[src/rtl/mf_disp_fill_engine.sv]
// -----------------------------------------------------------------------------
// mf_disp_fill_engine
//
// Rectangle-fill engine and write arbiter in front of the display top's system
// write port. CPU writes pass straight through combinationally and always win.
// In every cycle without a CPU write, a running fill emits one 32-bit word
// write. Together these writes cover a programmed rectangle with a constant
// word, row by row.
//
// Optional feature (compile-time macro): MF_DISP_FILL_PATTERN_EN
//   defined     : register 5 (PATTERN) exists. Odd-indexed rows write
//                 FILL ^ PATTERN and even rows write FILL.
//   not defined : register 5 is ignored and every row writes FILL.
//
// Register map (cfg_wr_addr):
//   0 DST     [FB_ADDR_W-1:0]  start word address
//   1 SIZE    width [DIM_W-1:0], height [16+DIM_W-1:16]
//   2 STRIDE  [FB_ADDR_W-1:0]  row pitch in words
//   3 FILL    [31:0]
//   4 CTRL    bit0 start, bit1 abort (strobes, not stored)
//   5 PATTERN [31:0]           (only with MF_DISP_FILL_PATTERN_EN)
//   Writes to registers 0-3 and 5 are ignored while fill_busy is high.
//
// Ports:
//   sys_clk, resetn                     clock, asynchronous active-low reset
//   cpu_wr_vld/addr/data                CPU write into display space
//   cfg_wr_vld/addr/data                engine register write
//   sys_wr_vld/addr/data                merged write toward the display top
//   fill_busy                           a fill is running
//   fill_done                           one-cycle pulse on completion or abort
// -----------------------------------------------------------------------------
module mf_disp_fill_engine #(
  parameter int FB_ADDR_W = 16,
  parameter int DIM_W     = 8
) (
  input  logic                 sys_clk,
  input  logic                 resetn,
  input  logic                 cpu_wr_vld,
  input  logic [FB_ADDR_W-1:0] cpu_wr_addr,
  input  logic [31:0]          cpu_wr_data,
  input  logic                 cfg_wr_vld,
  input  logic [2:0]           cfg_wr_addr,
  input  logic [31:0]          cfg_wr_data,
  output logic                 sys_wr_vld,
  output logic [FB_ADDR_W-1:0] sys_wr_addr,
  output logic [31:0]          sys_wr_data,
  output logic                 fill_busy,
  output logic                 fill_done
);

  typedef enum logic {
    ST_IDLE = 1'b0,
    ST_RUN  = 1'b1
  } state_t;

  state_t state, state_nxt;
  logic   done_nxt;

  logic [FB_ADDR_W-1:0] dst;
  logic [DIM_W-1:0]     width;
  logic [DIM_W-1:0]     height;
  logic [FB_ADDR_W-1:0] stride;
  logic [31:0]          fill;
`ifdef MF_DISP_FILL_PATTERN_EN
  logic [31:0]          pattern;
`endif

  logic [FB_ADDR_W-1:0] cur_addr;
  logic [FB_ADDR_W-1:0] row_base;
  logic [DIM_W-1:0]     col;
  logic [DIM_W-1:0]     row;

  logic        ctrl_wr, start, abort, size_ok;
  logic        last_col, last_row;
  logic        load, eng_vld;
  logic [31:0] eng_data;

  assign ctrl_wr  = cfg_wr_vld && (cfg_wr_addr == 3'd4);
  assign start    = ctrl_wr && cfg_wr_data[0];
  assign abort    = ctrl_wr && cfg_wr_data[1];
  assign size_ok  = (width != '0) && (height != '0);
  assign last_col = (col == width - DIM_W'(1));
  assign last_row = (row == height - DIM_W'(1));

  // The CPU owns the port whenever it writes; the engine fills idle cycles only.
  assign eng_vld   = (state == ST_RUN) && !cpu_wr_vld;
  // Abort wins over a simultaneous start.
  assign load      = (state == ST_IDLE) && start && !abort && size_ok;
  assign fill_busy = (state == ST_RUN);

`ifdef MF_DISP_FILL_PATTERN_EN
  assign eng_data = row[0] ? (fill ^ pattern) : fill;
`else
  assign eng_data = fill;
`endif

  assign sys_wr_vld  = cpu_wr_vld || eng_vld;
  assign sys_wr_addr = cpu_wr_vld ? cpu_wr_addr : cur_addr;
  assign sys_wr_data = cpu_wr_vld ? cpu_wr_data : eng_data;

  always_comb begin
    state_nxt = state;
    done_nxt  = 1'b0;
    case (state)
      ST_IDLE: begin
        if (start && !abort) begin
          if (size_ok) state_nxt = ST_RUN;
          else         done_nxt  = 1'b1;   // empty rectangle: finish at once
        end
      end
      ST_RUN: begin
        if (abort) begin
          // The engine write in this cycle (if any) still goes out.
          state_nxt = ST_IDLE;
          done_nxt  = 1'b1;
        end else if (eng_vld && last_col && last_row) begin
          state_nxt = ST_IDLE;
          done_nxt  = 1'b1;
        end
      end
      default: state_nxt = ST_IDLE;
    endcase
  end

  always_ff @(posedge sys_clk or negedge resetn) begin
    if (!resetn) begin
      state     <= ST_IDLE;
      fill_done <= 1'b0;
    end else begin
      state     <= state_nxt;
      fill_done <= done_nxt;
    end
  end

  // Configuration registers are frozen while a fill runs.
  always_ff @(posedge sys_clk or negedge resetn) begin
    if (!resetn) begin
      dst     <= '0;
      width   <= '0;
      height  <= '0;
      stride  <= '0;
      fill    <= '0;
`ifdef MF_DISP_FILL_PATTERN_EN
      pattern <= '0;
`endif
    end else if (cfg_wr_vld && !fill_busy) begin
      case (cfg_wr_addr)
        3'd0: dst    <= cfg_wr_data[FB_ADDR_W-1:0];
        3'd1: begin
          width  <= cfg_wr_data[DIM_W-1:0];
          height <= cfg_wr_data[16+DIM_W-1:16];
        end
        3'd2: stride <= cfg_wr_data[FB_ADDR_W-1:0];
        3'd3: fill   <= cfg_wr_data;
`ifdef MF_DISP_FILL_PATTERN_EN
        3'd5: pattern <= cfg_wr_data;
`endif
        default: ;
      endcase
    end
  end

  // Walk counters: they advance only when the engine actually gets the port,
  // so a CPU write simply stalls the walk for one cycle.
  always_ff @(posedge sys_clk or negedge resetn) begin
    if (!resetn) begin
      cur_addr <= '0;
      row_base <= '0;
      col      <= '0;
      row      <= '0;
    end else if (load) begin
      cur_addr <= dst;
      row_base <= dst;
      col      <= '0;
      row      <= '0;
    end else if (eng_vld) begin
      if (last_col) begin
        col      <= '0;
        row      <= row + DIM_W'(1);
        row_base <= row_base + stride;
        cur_addr <= row_base + stride;
      end else begin
        col      <= col + DIM_W'(1);
        cur_addr <= cur_addr + FB_ADDR_W'(1);
      end
    end
  end

endmodule

[config.mk]
export PLATFORM = sky130hd
export DESIGN_NAME = mf_disp_fill_engine
export DESIGN_NICKNAME = d
export VERILOG_FILES = /design/src/rtl/mf_disp_fill_engine.sv
export SDC_FILE = /design/constraint.sdc
export NUM_CORES = 1
export LEC_CHECK = 0
export CORE_ASPECT_RATIO = 0.8
export CORE_UTILIZATION = 59
export CTS_BUF_LIST = sky130_fd_sc_hd__clkbuf_4 sky130_fd_sc_hd__clkbuf_8
export DETAILED_ROUTE_END_ITERATION = 16
export PLACE_DENSITY = 0.85
export SLEW_MARGIN = 20
export SYNTH_ARGS = -nofsm -noshare
export SYNTH_HDL_FRONTEND = slang
export SYNTH_SLANG_ARGS = --single-unit
export TNS_END_PERCENT = 1
[constraint.sdc]
create_clock -name sys_clk -period 7.7 [get_ports sys_clk]
set_input_delay 0.77 -clock sys_clk [delete_from_list [all_inputs] [get_ports sys_clk]]
set_output_delay 0.77 -clock sys_clk [all_outputs]
set_load 0.005 [all_outputs]
== Word-level counts from Yosys, hierarchy flattened ==
Cells that the tools add are included.

* Add/subtract/negate cells: 6
* Multiply operators: 0
* Div/mod/pow operators: 0
* Magnitude comparators: 0
* Eq/ne operators: 6
* Shift-type cells: 0
* Mux-type cells: 24
* Bitwise operators: 1
* Reductions and logical operators: 26

{| class="wikitable"
|+ Operator list
! kind !! count
|-
| two-way mux 16 bit || 7
|-
| two-way mux 8 bit || 6
|-
| two-way mux 32 bit || 1
|-
| adder 16 x 1 -> 16 bit (second input constant) || 1
|-
| adder 16 bit || 1
|-
| adder 8 x 1 -> 8 bit (second input constant) || 2
|-
| == test 8 bit || 2
|-
| nonzero test 8 bit || 2
|-
| subtractor 8 x 1 -> 8 bit (second input constant) || 2
|-
| logical AND 1 bit || 12
|-
| AND reduction 2 bit || 5
|-
| two-way mux 1 bit || 8
|-
| == test 3 x 2 -> 1 bit (second input constant) || 2
|-
| one-hot mux 1 bit (2 select lines) || 2
|-
| nonzero test 2 bit || 2
|-
| == test 3 x 1 -> 1 bit (second input constant) || 1
|-
| == test 3 bit (second input constant) || 1
|-
| logical NOT 1 bit || 3
|-
| logical NOT 3 bit || 1
|-
| logical OR 1 bit || 1
|-
| NOT 1 bit || 1
|}

* Register bits after elaboration: 130
* Bits in latches: 0
* Memory bits (writable): 0
* Bits in read-only memories: 0
* Output and inout port bits: 51
* Word-level logic and storage cells: 74
* Memories: 0

== Longest topological paths before layout ==
* Depth in word-level cells: 8
* Mapped depth: 10
* Mapped depth without buffers: 9

== Worst setup path before layout ==
OpenSTA, ideal clock, no wires.

* Path type: input -> output
* From: input port cpu_wr_vld
* To: output port sys_wr_data[22]
* Data arrival time: 2,006 ps
* Slack: 4,924 ps
* Cell stages on the path: 4
* Path buffers: 3
* Path through: clkbuf_1 -> clkbuf_1 -> clkbuf_1 -> mux2_2

* Longest elaborated chain between the ends: 1

{| class="wikitable"
|+ Ends and longest elaborated chain
! what !! RTL line !! RTL
|-
| start: declaration || 38 || <nowiki>input logic cpu_wr_vld,</nowiki>
|-
| two-way mux 32 bit || 99 || <nowiki>assign sys_wr_data = cpu_wr_vld ? cpu_wr_data : eng_data;</nowiki>
|-
| end: declaration || 46 || <nowiki>output logic [31:0] sys_wr_data,</nowiki>
|}

Every way passes these cells.

== Worst setup path after layout ==
* From: register width[0]
* To: register row_base[8]

* Longest elaborated chain between the ends: 5
* Elaborated cells between the ends (all ways): 9
* Classes of those cells: add/sub (1); eq/ne (1); mux (1); reduce/logical (6)

{| class="wikitable"
|+ Ends and longest elaborated chain
! what !! RTL line !! RTL
|-
| start: declaration || 60 || <nowiki>logic [DIM_W-1:0] width;</nowiki>
|-
| start signal: assignment || 150 || <nowiki>width <= cfg_wr_data[DIM_W-1:0];</nowiki>
|-
| branches (longest 5 deep; another with subtractor 8 x 1 -> 8 bit) || n/a ||
|-
| end signal: assignment || 173 || <nowiki>row_base <= dst;</nowiki>
|-
| end signal: assignment || 180 || <nowiki>row_base <= row_base + stride;</nowiki>
|-
| end: declaration || 69 || <nowiki>logic [FB_ADDR_W-1:0] row_base;</nowiki>
|}

Several ways; the timed one is not identified.
A chain may end at the register's enable or synchronous reset.

==> metrics <==
outcome=finished, final reports clean; synth unique cells=64; worst setup path class=flop to flop; Pre-antenna DRT Iters=5; CTS hold repair buffers=0; GR peak layer=met2; Routed wire per std cell=around 20 um; Post-CTS Setup Bufs=0; Combinational Power Share=between 40% and 50%; Post-Syn Nets=~860; RSZ-0062 raised after global routing=no; Main synth FF type=dfrtp_1; Root Driver=clkbuf_8; share of layout cells above drive strength 1=a little over a fifth; Setup-failing EPs final=0; register area share after synthesis=~41%; Mean Syn Cell Area=10.5 um^2; crit-path max cell delay=approximately 0.98 ns; Synth Cell Area=between 0.007 and 0.008 mm^2; startpoint types=flop; Period minus WS final=approximately 3.3 ns; total placed cells including tap cells=between 1k and 1.5k; first-pass GRT wire length=approximately 35 mm; Flop pwr share=a little over a third; yosys warns=0; Final ANT Viol Nets=0; GRT met3 Usage=a little over 7%; Hold Fails Final Rpt=0; vias in the first global route=between 6k and 7k; detailed placement HPWL=around 15 mm; max-cap violations=0; gpl congestion=approximately 0.9; Initial Utilization=61.0%; clock skew=approximately 0.015 ns; initial antenna violation count=0; critical path, cell by cell=inv_1 > ha_1 > xnor2_1 > a211oi_1 > o211ai_1 > or4_1 > o21ai_4 > mux2_4; fin nets=roughly 1000; I/O Buffers=around 140; Worst Path Arrival=~3.7 ns; sw frac=~37%; CTS sink cnt=130; worst-path maximum fanout=19; TritonCTS buffer count=17; via count=between 6k and 7k; fin area=0.00980 mm^2; Hold Crit Class=input pin to async pin; CP Capture Type=flop; num rows=37; post-route clock period utilization=between 40 and 50%; Core Area=between 0.01 and 0.015 mm^2; P_int=0.00186 W; Layout Area Growth over Synthesis=24.4%; relative slew slack=between 20 and 25%; largest net degree at the start of global routing=76; GR Util met2=~52%; die height=roughly 110 um; Final TNS setup=0 ns; DIE AREA=about 0.014 mm^2; CTS clock-pin slew for the worst setup and hold paths=0.07 ns; fmax=roughly 300 MHz; die width=between 100 and 150 um; Slowest-stage cell, CP=or4_1; drt total wl=around 21 mm; final cell count without fillers=roughly 1.1k; PwrDens=about 300 mW/mm^2; Leak=4.05 nW; worst slew pin tran=1.13 ns; Final Max Tran Viols=0; Clk pwr share=between 20% and 30%; Placed Instance Area=0.00937 mm^2; clk buf depth=2; number of H-tree levels=4; worst-skew pair later-pin latency=roughly 0.45 ns; Synth async-reset ratio=100%; Vias per Instance=about 6.4; ANT cells=0; DRC errors left=0; number of synthesized flops with an enable pin=0; aggregate global routing overflow=0; Post-Syn Instances=~750; cts repair resizes=0; I/O pin total=~140; M1 GR Usage=a little over two fifths; Yosys reg bits=130; CTS tree=yes; Peak VDD IR=between 0.1 and 0.15 mV; Layout Utilization=75.9%; Switching Power=around 0.0011 W; # fillers=870; CP required=between 8 and 9 ns; Total GRT Usage=32.4%; starting DRC count in detailed routing=742
## power groups by stage
stage | clock, W | sequential, W | combinational (W)
2_1_floorplan | 0 | 0.000992 | 0.000872
3_3_place_gp | 0 | 0.00106 | 0.00116
3_5_place_dp | 0 | 0.00107 | 0.00121
4_1_cts | 0.000643 | 0.00106 | 0.00122
5_1_grt | 0.000672 | 0.00109 | 0.00136
6_report | 0.000640 | 0.00107 | 0.00124
## critical path, delay by kind of cell (launching register included)
| kind | cells | cell delay (ns) |
|---|---|---|
| compound gates | 3 | 0.94 |
| xor+xnor | 1 | 0.15 |
| fa+ha+maj | 1 | 0.26 |
| buf+inv | 1 | 0.10 |
| flops | 1 | 0.49 |
| mux | 1 | 0.33 |
| simple gates | 1 | 0.98 |
## per-layer routing
| metal | vias to the layer above | routed length, um |
|---|---|---|
| li1 | 3034 | - |
| met2 | 357 | 10100 |
| met3 | 58 | 1690 |
| met1 | 3342 | 9130 |
| met4 | 0 | 573 |
| met5 | - | 0 |
## flip-flops by register name (all words and copies together) (netlist names)
register and count:
width 8, col 8, height 8, eng_data 32
row_base 16, row 8, stride 16, fill_busy 1
fill_done 1, dst 16, cur_addr 16
## synth_stat cells (4+ instances only)
cell type / count / area share, %
dfrtp_1: 130 / 41
mux2_2: 129 / 18
nand2_1: 50 / 2.4
nor2_1: 38 / 1.8
clkbuf_1: 33 / 1.6
xnor2_1: 33 / 3.7
nand3_1: 28 / 1.8
a21oi_1: 27 / 1.7
ha_1: 21 / 3.3
nor3_1: 21 / 1.3
o211ai_1: 20 / 1.9
o21ai_0: 19 / 1.2
xor2_1: 18 / 2.0
and3_1: 13 / 1.0
inv_1: 12 / 0.57
a211oi_1: 10 / 0.95
a31oi_1: 9 / 0.71
nand4_1: 9 / 0.71
a21o_1: 8 / 0.76
and2_1: 7 / 0.56
nor2b_1: 7 / 0.56
nor4_1: 7 / 0.56
buf_1: 6 / 0.29
mux2i_1: 6 / 0.76
o31ai_1: 6 / 0.57
nand2b_1: 5 / 0.40
o22ai_1: 5 / 0.40
a31o_2: 4 / 0.44
nor3b_1: 4 / 0.38
o2111ai_1: 4 / 0.44
o21a_1: 4 / 0.38
o311ai_0: 4 / 0.44
## per-stage QoR
stage	worst slack [ns]	hold slack, ns	power [W]
final	4.36	0.376	0.00295
after floorplan	4.92	0.472	0.00186
after CTS	4.40	0.389	0.00293
after detailed placement	4.35	0.489	0.00228
after global routing	4.20	0.426	0.00312
after global placement	4.48	0.484	0.00222
## layout make-up
class | count | area, um^2 | share of cell area [%]
multi-input combinational | 566 | 4420 | 45.1
sequential | 130 | 3250 | 33.2
timing repair buffer | 146 | 1430 | 14.6
clock buffer | 21 | 270 | 2.76
tap | 175 | 219 | 2.23
clock inverter | 10 | 159 | 1.62
inverter | 12 | 45.0 | 0.460
## final timing paths
| kind | from | depth (start not counted) | end | slack (ns) |
|---|---|---|---|---|
| max | width[0] | 8 | row_base[8] | 4.36 |
| min | resetn | 1 | eng_data[3] | 0.38 |
| max reg2reg | width[0] | 8 | row_base[8] | 4.36 |
| min reg2reg | eng_data[21] | 1 | eng_data[21] | 0.51 |
| max in group asynchronous | resetn | 2 | eng_data[31] | 5.89 |
| min in group sys_clk | eng_data[21] | 1 | eng_data[21] | 0.51 |
## cell usage in the layout, fill, tap and decap left out, types with 12 or more instances in the layout
cell type and n:
clkdlybuf4s50_1 135, dfrtp_1 130, mux2_2 129, nand2_1 50, nor2_1 38, xnor2_1 33, nand3_1 28, a21oi_1 27
ha_1 21, nor3_1 20, o211ai_1 20, o21ai_0 19, xor2_1 18, clkbuf_8 18, and3_1 13, inv_1 12
## cells by family after synthesis
kind of cell / synth area share, %
adder cells (fa/ha/maj): 3.59
buffers and inverters: 2.91
multiplexers: 19.8
XOR/XNOR: 5.67
AND/OR/NAND/NOR: 13.3
flip-flops: 41.3
AO/OA/AOI/OAI: 13.5
(Power assumes the default switching activity.)
